<file path="src/rtl/barrett_const_precompute.sv">
// barrett_const_precompute: restoring divider producing floor(2^SHIFT / M), one quotient bit per cycle
module barrett_const_precompute #(
  parameter int N     = 32,
  parameter int SHIFT = 64,
  parameter int CW    = 7
) (
  input  logic           clk,
  input  logic           rst,
  input  logic           start,
  input  logic [N-1:0]   m_in,
  output logic           busy,
  output logic           done,
  output logic           valid,
  output logic           err,
  output logic [2*N-1:0] const_out,
  output logic [N-1:0]   m_out
);
  typedef enum logic {IDLE, DIV} state_t;
  state_t         state_q, state_d;
  logic [N:0]     r_q, r_d, r_sh;
  logic [2*N-1:0] q_q, q_d, q_nx, const_q, const_d;
  logic [CW-1:0]  cnt_q, cnt_d;
  logic [N-1:0]   m_q, m_d;
  logic           done_q, done_d, valid_q, valid_d, err_q, err_d, ge;
  always_comb begin
    state_d = state_q;
    r_d     = r_q;
    q_d     = q_q;
    cnt_d   = cnt_q;
    m_d     = m_q;
    const_d = const_q;
    valid_d = valid_q;
    err_d   = err_q;
    done_d  = 1'b0;
    // dividend 2^SHIFT: a single leading one, then SHIFT zero bits
    r_sh    = {r_q[N-1:0], cnt_q == CW'(SHIFT)};
    ge      = r_sh >= {1'b0, m_q};
    q_nx    = {q_q[2*N-2:0], ge};
    if (state_q == IDLE && start) begin
      m_d     = m_in;
      valid_d = 1'b0;
      err_d   = m_in[N-1:1] == '0;
      done_d  = err_d;
      const_d = err_d ? '1 : const_q;
      state_d = err_d ? IDLE : DIV;
      r_d     = '0;
      q_d     = '0;
      cnt_d   = CW'(SHIFT);
    end else if (state_q == DIV) begin
      r_d     = ge ? r_sh - {1'b0, m_q} : r_sh;
      q_d     = q_nx;
      cnt_d   = cnt_q - 1'b1;
      done_d  = cnt_q == '0;
      valid_d = done_d;
      const_d = done_d ? q_nx : const_q;
      state_d = done_d ? IDLE : DIV;
    end
  end
  always_ff @(posedge clk) begin
    if (rst) begin
      state_q <= IDLE;
      r_q     <= '0;
      q_q     <= '0;
      cnt_q   <= '0;
      m_q     <= '0;
      const_q <= '0;
      valid_q <= 1'b0;
      err_q   <= 1'b0;
      done_q  <= 1'b0;
    end else begin
      state_q <= state_d;
      r_q     <= r_d;
      q_q     <= q_d;
      cnt_q   <= cnt_d;
      m_q     <= m_d;
      const_q <= const_d;
      valid_q <= valid_d;
      err_q   <= err_d;
      done_q  <= done_d;
    end
  end
  assign busy      = state_q == DIV;
  assign done      = done_q;
  assign valid     = valid_q;
  assign err       = err_q;
  assign const_out = const_q;
  assign m_out     = m_q;
endmodule

</file>
<file path="config.mk">
export PLATFORM = sky130hd
export DESIGN_NAME = barrett_const_precompute
export DESIGN_NICKNAME = d
export VERILOG_FILES = /design/src/rtl/barrett_const_precompute.sv
export SDC_FILE = /design/constraint.sdc
export NUM_CORES = 1
export LEC_CHECK = 0
export CAP_MARGIN = 20
export CORE_UTILIZATION = 50
export DETAILED_ROUTE_END_ITERATION = 10
export PLACE_DENSITY_LB_ADDON = 0.3
export SLEW_MARGIN = 20
export SYNTH_ARGS = -nofsm -noshare
export SYNTH_HDL_FRONTEND = slang
export SYNTH_SLANG_ARGS = --single-unit
export TNS_END_PERCENT = 50
</file>
<file path="constraint.sdc">
create_clock -name clk -period 4.68 [get_ports clk]
set_clock_uncertainty 0.15 [all_clocks]
set_input_delay 0.936 -clock clk [delete_from_list [all_inputs] [get_ports clk]]
set_output_delay 0.936 -clock clk [all_outputs]
set_load 0.01 [all_outputs]
</file>
==> results of run 1 <==
worst max-delay path, delay by kind of cell (launching register included):
| family | cells | cell delay [ps] |
|---|---|---|
| AOI/OAI and AO/OA | 5 | 1740 |
| and+or+nand+nor | 5 | 590 |
| adders and majority gates | 3 | 820 |
| xor gates and xnor gates | 1 | 170 |
| DFF | 1 | 360 |
| buffers and inverters | 2 | 140 |
layout by cell type (no fill, tap or decap), types with 7 or more instances in the layout:
cell type	synthesis	layout
sky130_fd_sc_hd__a21oi_1	88	88
sky130_fd_sc_hd__nand2_1	97	96
sky130_fd_sc_hd__clkdlybuf4s50_1	0	133
sky130_fd_sc_hd__nor2_1	243	243
sky130_fd_sc_hd__xor2_1	12	12
sky130_fd_sc_hd__a211oi_1	20	20
sky130_fd_sc_hd__a21o_1	11	11
sky130_fd_sc_hd__mux2i_1	71	71
sky130_fd_sc_hd__clkbuf_16	0	22
sky130_fd_sc_hd__xnor2_1	17	17
sky130_fd_sc_hd__inv_1	42	42
sky130_fd_sc_hd__ha_1	34	34
sky130_fd_sc_hd__buf_4	1	14
sky130_fd_sc_hd__a31oi_1	8	8
sky130_fd_sc_hd__nand3_1	8	8
sky130_fd_sc_hd__o21ai_0	35	35
sky130_fd_sc_hd__nor3_1	73	73
sky130_fd_sc_hd__nor4_1	7	7
sky130_fd_sc_hd__dfxtp_1	202	201
sky130_fd_sc_hd__nand4_1	7	7
sky130_fd_sc_hd__nor2b_1	10	9
sky130_fd_sc_hd__clkinv_2	0	7
per-stage QoR:
step                area, um^2  util, %  setup slack, ps
detailed placement       10730    59.32            653.9
floorplan                 9271        -             1204
global placement         10730    59.32            776.2
global route             11430    63.20            264.2
CTS                      11430    63.20            638.1
finish                   11430    63.20            611.0
routing by layer:
layer / global-route usage, % / up-vias / part of all wire [%]
met1: 30.70 / 3667 / 46
li1: - / 4038 / -
met3: 4.919 / 33 / 6.0
met4: 6.623 / 0 / 1.8
met2: 38.80 / 176 / 46
met5: 0 / - / 0
state kept, by name, indices dropped and copies added, names as in the netlist:
signal,count
q_q,63
r_q,32
err,1
m_out,32
valid,1
done,1
busy,1
cnt_q,7
const_out,64
layout make-up:
class / instances / area [um^2]
sequential: 202 / 4048
multi-input combinational: 814 / 4781
timing repair buffer: 148 / 1456
inverter: 42 / 157.7
fill: 1540 / 6656
clock inverter: 10 / 87.58
clock buffer: 28 / 613.1
tap: 229 / 286.5
how the worst min path moves through the flow:
stage | from | end | depth (start not counted)
2_1_floorplan | q_q[62]$_SDFFE_PP0P_ | q_q[62]$_SDFFE_PP0P_ | 2
3_3_place_gp | m_out[15]$_SDFFE_PP0P_ | m_out[15]$_SDFFE_PP0P_ | 2
3_5_place_dp | m_out[4]$_SDFFE_PP0P_ | m_out[4]$_SDFFE_PP0P_ | 2
4_1_cts | m_out[4]$_SDFFE_PP0P_ | m_out[4]$_SDFFE_PP0P_ | 2
5_1_grt | m_out[4]$_SDFFE_PP0P_ | m_out[4]$_SDFFE_PP0P_ | 2
6_report | m_out[4]$_SDFFE_PP0P_ | m_out[4]$_SDFFE_PP0P_ | 2
where the power goes:
group / internal [W] / switching, W / leakage [nW]
Clock: 0.000981 / 0.000689 / 0.355
Sequential: 0.00185 / 0.000108 / 1.64
Combinational: 0.000751 / 0.000915 / 2.52
logic make-up after synthesis:
family | after synthesis
AND/OR/NAND/NOR | 475
flip-flops | 202
AO/OA/AOI/OAI | 201
buffers and inverters | 110
multiplexers | 74
adder cells (fa/ha/maj) | 35
XOR/XNOR | 29
==> implementation parameters, run 1 <==
Parameter                              Value

Run status
  Run status ... finished, violations left
  Violations in the final reports ... design-rule violations

Place
  Placed cells ... 1435
  Final RePlAce weighted congestion ... 0.8718
  Post-DP HPWL ... 14.62 mm
  Count of port buffers added during placement ... 134

Synthesis
  Leading register cell type out of synthesis ... sky130_fd_sc_hd__dfxtp_1
  XOR/XNOR Fraction of Synth Area ... 2.740%
  Share of the synthesized area in the top cell type ... 43.62%
  Syn_area_per_cell ... 8.234 um^2
  Combinational family with the most area after synthesis ... simple AND/OR/NAND/NOR gates
  Synthesized-area fraction occupied by adder cells ... 4.804%
  Cell accounting for the most synthesized area ... sky130_fd_sc_hd__dfxtp_1
  Flop and latch count out of synthesis ... 202
  Sequential element share of the synthesized area ... 43.62%
  Largest cells by area after synthesis ... sky130_fd_sc_hd__dfxtp_1 (44%), sky130_fd_sc_hd__nor2_1 (9.8%), sky130_fd_sc_hd__mux2i_1 (7.7%), sky130_fd_sc_hd__a21oi_1 (4.8%), sky130_fd_sc_hd__ha_1 (4.6%)
  Top cell types by occurrence after synthesis ... sky130_fd_sc_hd__nor2_1 (243), sky130_fd_sc_hd__dfxtp_1 (202), sky130_fd_sc_hd__nand2_1 (97)
  Post-synthesis compound-gate area fraction ... 13.63%
  Multiplexer share of the synthesized area ... 8.030%
  Netlist Area Pre-Place ... 9271 um^2
  Most numerous cell in the Yosys netlist ... sky130_fd_sc_hd__nor2_1
  Count of distinct cell types in the synthesized netlist ... 64
  Count of flip-flops with a built-in enable after synthesis ... 0
  Yosys warning count ... 0
  Synthesized instance count ... 1126
  Area share of and/or/nand/nor cells after synthesis ... 22.23%
  Net count after synthesis ... 1196
  Ys async rst share ... 0%

Power
  Power per unit of standard cell area ... 463.4 nW/um^2
  Cell leakage power ... 4.518 nW
  Worst voltage drop across the vdd grid ... 0.0002871 V
  Total design power ... 0.005296 W

Detailed routing
  Final Routed Wirelength ... 22.15 mm
  # DRC ... 16
  Starting DRC count in detailed routing ... 421
  Number of antenna-violating nets in the routed design ... 0
  Number of optimization iterations in the first detailed-route pass ... 8
  Average wire per standard cell ... 15.04 um
  Overall via count from detail_route ... 7914
  Detail-routed via count per cell ... 5.373

Timing
  Hold_ws ... 315.5 ps
  Hold violation total from the final report ... 0
  Setup-violating endpoint count in the final report ... 0
  RSZ-0062 raised after global routing ... no
  Post-layout min period ... 4069 ps
  Highest clock rate ... 245.8 MHz
  Worst slew margin relative to its limit ... 35.31%
  Worst Tran Pin Value ... 966.8 ps
  Setup TNS ... 0 ps
  Final-report max-slew violation count ... 0
  Period utilization ... 86.94%

Clock network
  Clock H-tree levels ... 1
  Total of cells resized after clock tree synthesis ... 0
  Total clock sinks ... 202
  Inserted Clock Buffers ... 22
  Number of buffers on the longest clock path ... 3
  Post-cts hold buffer count ... 0
  Insertion delay to the later sink of the worst-skew pair ... 500 ps
  Root buffer cell ... sky130_fd_sc_hd__clkbuf_16
  Setup Buffers After CTS ... 0
  CTS tree ... done
  CTS clk-pin slew, worst paths ... 60 ps

Critical path
  Max Fanout on Critical Path ... 4
  Destination of the worst register-to-register timing path ... r_q[28]$_SDFFE_PP0P_
  Standard cell with the maximum stage delay on the critical path ... sky130_fd_sc_hd__a311oi_1
  Worst Setup SP ... cnt_q[0]$_SDFFE_PP0P_
  Required time worst endpoint ... 4950 ps
  Setup crit end kind ... flip-flop
  Most Frequent Cell on Critical Path ... sky130_fd_sc_hd__nand2_1
  Data arrival at the endpoint of the critical path ... 4340 ps
  Startpoint of the lowest-slack register-to-register path ... cnt_q[0]$_SDFFE_PP0P_
  Critical Path, Cell by Cell ... inv_1 -> ha_1 -> and3_1 -> nand2_1 -> ha_1 -> inv_1 -> fa_1 -> a211oi_1 -> nor2_1 -> o31ai_1 -> nand2_1 -> a311oi_1 -> o21ai_0 -> xnor2_1 -> nand2_1 -> a21oi_1
  Endpoint of the most critical setup path ... r_q[28]$_SDFFE_PP0P_
  Depth of the worst register-to-register path ... 16
  Path type of the worst setup path ... flip-flop to flip-flop
  Slowest cell delay on critical path ... 680 ps
  Worst reg-to-reg setup slack ... 610 ps
  Type of element launching the critical path ... flip-flop

Die
  Core box area ... 18090 um^2
  Standard-cell rows ... 49
  Vertical die dimension ... 138.2 um
  Initial cell density of the core ... 51.26%
  # IOs ... 135
  Horiz. Die Dim ... 138.2 um
  DIE AREA ... 19090 um^2

Finish
  Fraction of final layout cells sized beyond drive strength 1 ... 5.547%
  Synthesis-to-layout area growth ... 23.28%
  Number of non-filler instances in the completed layout ... 1473
  ANT cells ... 0
  Final Net Count ... 1300

GRT
  First-pass GRT wire length ... 37.56 mm
  Initial antenna violation count ... 0
  GRT overflow ... 0
  Pin count of the biggest net entering global routing ... 77
  Vias in the first global route ... 7670
  GR Util All Layers ... 23.37%

Worst hold path
  Classification of the worst-slack hold path ... flip-flop to flip-flop

Flow run
  Number of violations of the max-capacitance limit ... 0
(Power assumes the default switching activity.)
==> inputs of run 2 (changes only) <==
--- a/config.mk
+++ b/config.mk
@@ -6,9 +6,10 @@
 export NUM_CORES = 1
 export LEC_CHECK = 0
 export CAP_MARGIN = 20
-export CORE_UTILIZATION = 50
+export CORE_UTILIZATION = 49
 export DETAILED_ROUTE_END_ITERATION = 10
 export PLACE_DENSITY_LB_ADDON = 0.3
+export REMOVE_ABC_BUFFERS = 1
 export SLEW_MARGIN = 20
 export SYNTH_ARGS = -nofsm -noshare
 export SYNTH_HDL_FRONTEND = slang
==> constraint.sdc (replaced) <==
create_clock -name clk -period 3.6 [get_ports clk]
set_clock_uncertainty 0.15 [all_clocks]
set_input_delay 0.72 -clock clk [delete_from_list [all_inputs] [get_ports clk]]
set_output_delay 0.72 -clock clk [all_outputs]
set_load 0.01 [all_outputs]
==> implementation parameters, run 2 (synthesis results as in run 1) <==
Parameter                              Value

Critical path
  Most Frequent Cell on Critical Path ... sky130_fd_sc_hd__buf_4
  Data arrival at the endpoint of the critical path ... 3640 ps
  Setup crit end kind ... flip-flop
  Slowest cell delay on critical path ... 360 ps
  Type of element launching the critical path ... flip-flop
  Required time worst endpoint ... 3790 ps
  Max Fanout on Critical Path ... 11
  Path type of the worst setup path ... flip-flop to flip-flop
  Kind of cell adding the most delay to the critical path ... compound AO/OA/AOI/OAI gates
  Total buffers and inverters traversed by the critical path ... 4
  Critical Path, Cell by Cell ... inv_2 -> ha_1 -> and3_4 -> nand2_1 -> ha_2 -> buf_4 -> nor2b_4 -> o31a_1 -> o31a_1 -> o2111ai_4 -> nand2_2 -> a311oi_4 -> buf_4 -> buf_4 -> nor2_1 -> a21oi_1 -> a211oi_1
  Standard cell with the maximum stage delay on the critical path ... sky130_fd_sc_hd__dfxtp_2

Power
  Worst voltage drop across the vdd grid ... 0.0003859 V
  Total design power ... 0.006905 W
  Cell leakage power ... 4.608 nW
  Power per unit of standard cell area ... 593.4 nW/um^2

Timing
  Worst Tran Pin Value ... 698.3 ps
  Hold_ws ... 316.8 ps
  Hold violation total from the final report ... 0
  Worst-case setup margin in the final layout ... 158.6 ps
  Worst slew margin relative to its limit ... 53.45%
  Final-report max-slew violation count ... 0
  Post-layout min period ... 3441 ps
  Period utilization ... 95.59%
  Highest clock rate ... 290.6 MHz
  Setup-violating endpoint count in the final report ... 0

Run status
  Run status ... complete, no violations

Detailed routing
  Starting DRC count in detailed routing ... 407
  # DRC ... 0
  Number of antenna-violating nets in the routed design ... 0
  Average wire per standard cell ... 15.10 um
  Final Routed Wirelength ... 22.60 mm
  Overall via count from detail_route ... 8072
  Number of optimization iterations in the first detailed-route pass ... 6
  Detail-routed via count per cell ... 5.392

Clock network
  Clock H-tree levels ... 1
  Inserted Clock Buffers ... 21
  Number of buffers on the longest clock path ... 3
  Insertion delay to the later sink of the worst-skew pair ... 500 ps
  Total clock sinks ... 202
  Root buffer cell ... sky130_fd_sc_hd__clkbuf_16
  CTS tree ... done
  CTS clk-pin slew, worst paths ... 60 ps

Finish
  Layout Utilization ... 63.69%
  ANT cells ... 0
  Synthesis-to-layout area growth ... 25.51%
  Largest register FFs ... 64
  Leading cell type in the layout, fill and taps excluded ... sky130_fd_sc_hd__nor2_1
  Fraction of final layout cells sized beyond drive strength 1 ... 8.123%
  Final Net Count ... 1325
  Most frequent cells in the layout ... sky130_fd_sc_hd__nor2_1 (242), sky130_fd_sc_hd__dfxtp_1 (199), sky130_fd_sc_hd__clkdlybuf4s50_1 (133)

Die
  # IOs ... 135
  Vertical die dimension ... 139.6 um
  Initial cell density of the core ... 50.75%
  Core box area ... 18270 um^2
  Standard-cell rows ... 49
  Horiz. Die Dim ... 139.6 um
  DIE AREA ... 19480 um^2

Place
  Post-DP HPWL ... 15.54 mm
  Final RePlAce weighted congestion ... 0.8865
  Count of port buffers added during placement ... 134
  Setup slack after placement ... -72.81 ps

GRT
  GR Util All Layers ... 22.94%
  Pin count of the biggest net entering global routing ... 70
  Initial antenna violation count ... 0
  First-pass GRT wire length ... 37.29 mm
  GRT overflow ... 0
  Vias in the first global route ... 7567

Worst hold path
  Classification of the worst-slack hold path ... flip-flop to flip-flop

Flow run
  Number of violations of the max-capacitance limit ... 0
-- run 2: area by class of cell --
| cell class | instances | area, um^2 |
|---|---|---|
| clock buffer | 28 | 571.8 |
| clock inverter | 8 | 48.80 |
| fill | 1581 | 6634 |
| inverter | 42 | 157.7 |
| multi-input combinational | 814 | 4833 |
| sequential | 202 | 4050 |
| tap | 229 | 286.5 |
| timing repair buffer | 174 | 1688 |
-- run 2: final timing paths --
check / to / startpoint / slack, ps / cells after the start
max: r_q[15]$_SDFFE_PP0P_ / cnt_q[0]$_SDFFE_PP0P_ / 160 / 17
min: m_out[18]$_SDFFE_PP0P_ / m_out[18]$_SDFFE_PP0P_ / 320 / 2
max reg2reg: r_q[15]$_SDFFE_PP0P_ / cnt_q[0]$_SDFFE_PP0P_ / 160 / 17
min reg2reg: m_out[18]$_SDFFE_PP0P_ / m_out[18]$_SDFFE_PP0P_ / 320 / 2
-- run 2: routing by layer --
| layer | global-route usage (%) | up-vias | wire length, um |
|---|---|---|---|
| met5 | 0 | - | 0 |
| met1 | 30.37 | 3769 | 10350 |
| met3 | 4.267 | 36 | 1104 |
| met2 | 38.38 | 175 | 10580 |
| li1 | - | 4092 | - |
| met4 | 6.131 | 0 | 567 |
-- run 2: what timing repair did --
action	in CTS	in global routing
pin swaps	0	11
setup endpoints to repair	5	26
resized for setup	2	16
hold buffers	0	0
buffers inserted	0	10
-- run 2: worst reg2reg max path, cell delays in order (launching register included) --
cell                        delay [ps]
sky130_fd_sc_hd__dfxtp_2           360
sky130_fd_sc_hd__inv_2              40
sky130_fd_sc_hd__ha_1              180
sky130_fd_sc_hd__and3_4            150
sky130_fd_sc_hd__nand2_1            70
sky130_fd_sc_hd__ha_2              170
sky130_fd_sc_hd__buf_4             110
sky130_fd_sc_hd__nor2b_4            30
sky130_fd_sc_hd__o31a_1            310
sky130_fd_sc_hd__o31a_1            350
sky130_fd_sc_hd__o2111ai_4         230
sky130_fd_sc_hd__nand2_2           120
sky130_fd_sc_hd__a311oi_4          360
sky130_fd_sc_hd__buf_4             160
sky130_fd_sc_hd__buf_4             180
sky130_fd_sc_hd__nor2_1             70
sky130_fd_sc_hd__a21oi_1           160
sky130_fd_sc_hd__a211oi_1          100
-- run 2: report_power, final --
group	leakage, nW	internal (W)	switching [W]
logic	2.66	0.00111	0.00127
registers	1.64	0.00241	0.000121
clock network	0.303	0.00112	0.000873
total	4.61	0.00464	0.00227
-- run 2: per-stage QoR --
stage	std cells	TNS, ps	cell area, um^2
after floorplan	1058	-627060	8970
after global placement	1451	0	10870
after detailed placement	1451	-86.87	10870
after CTS	1487	0	11500
after global routing	1497	-20.98	11640
final	1497	0	11640
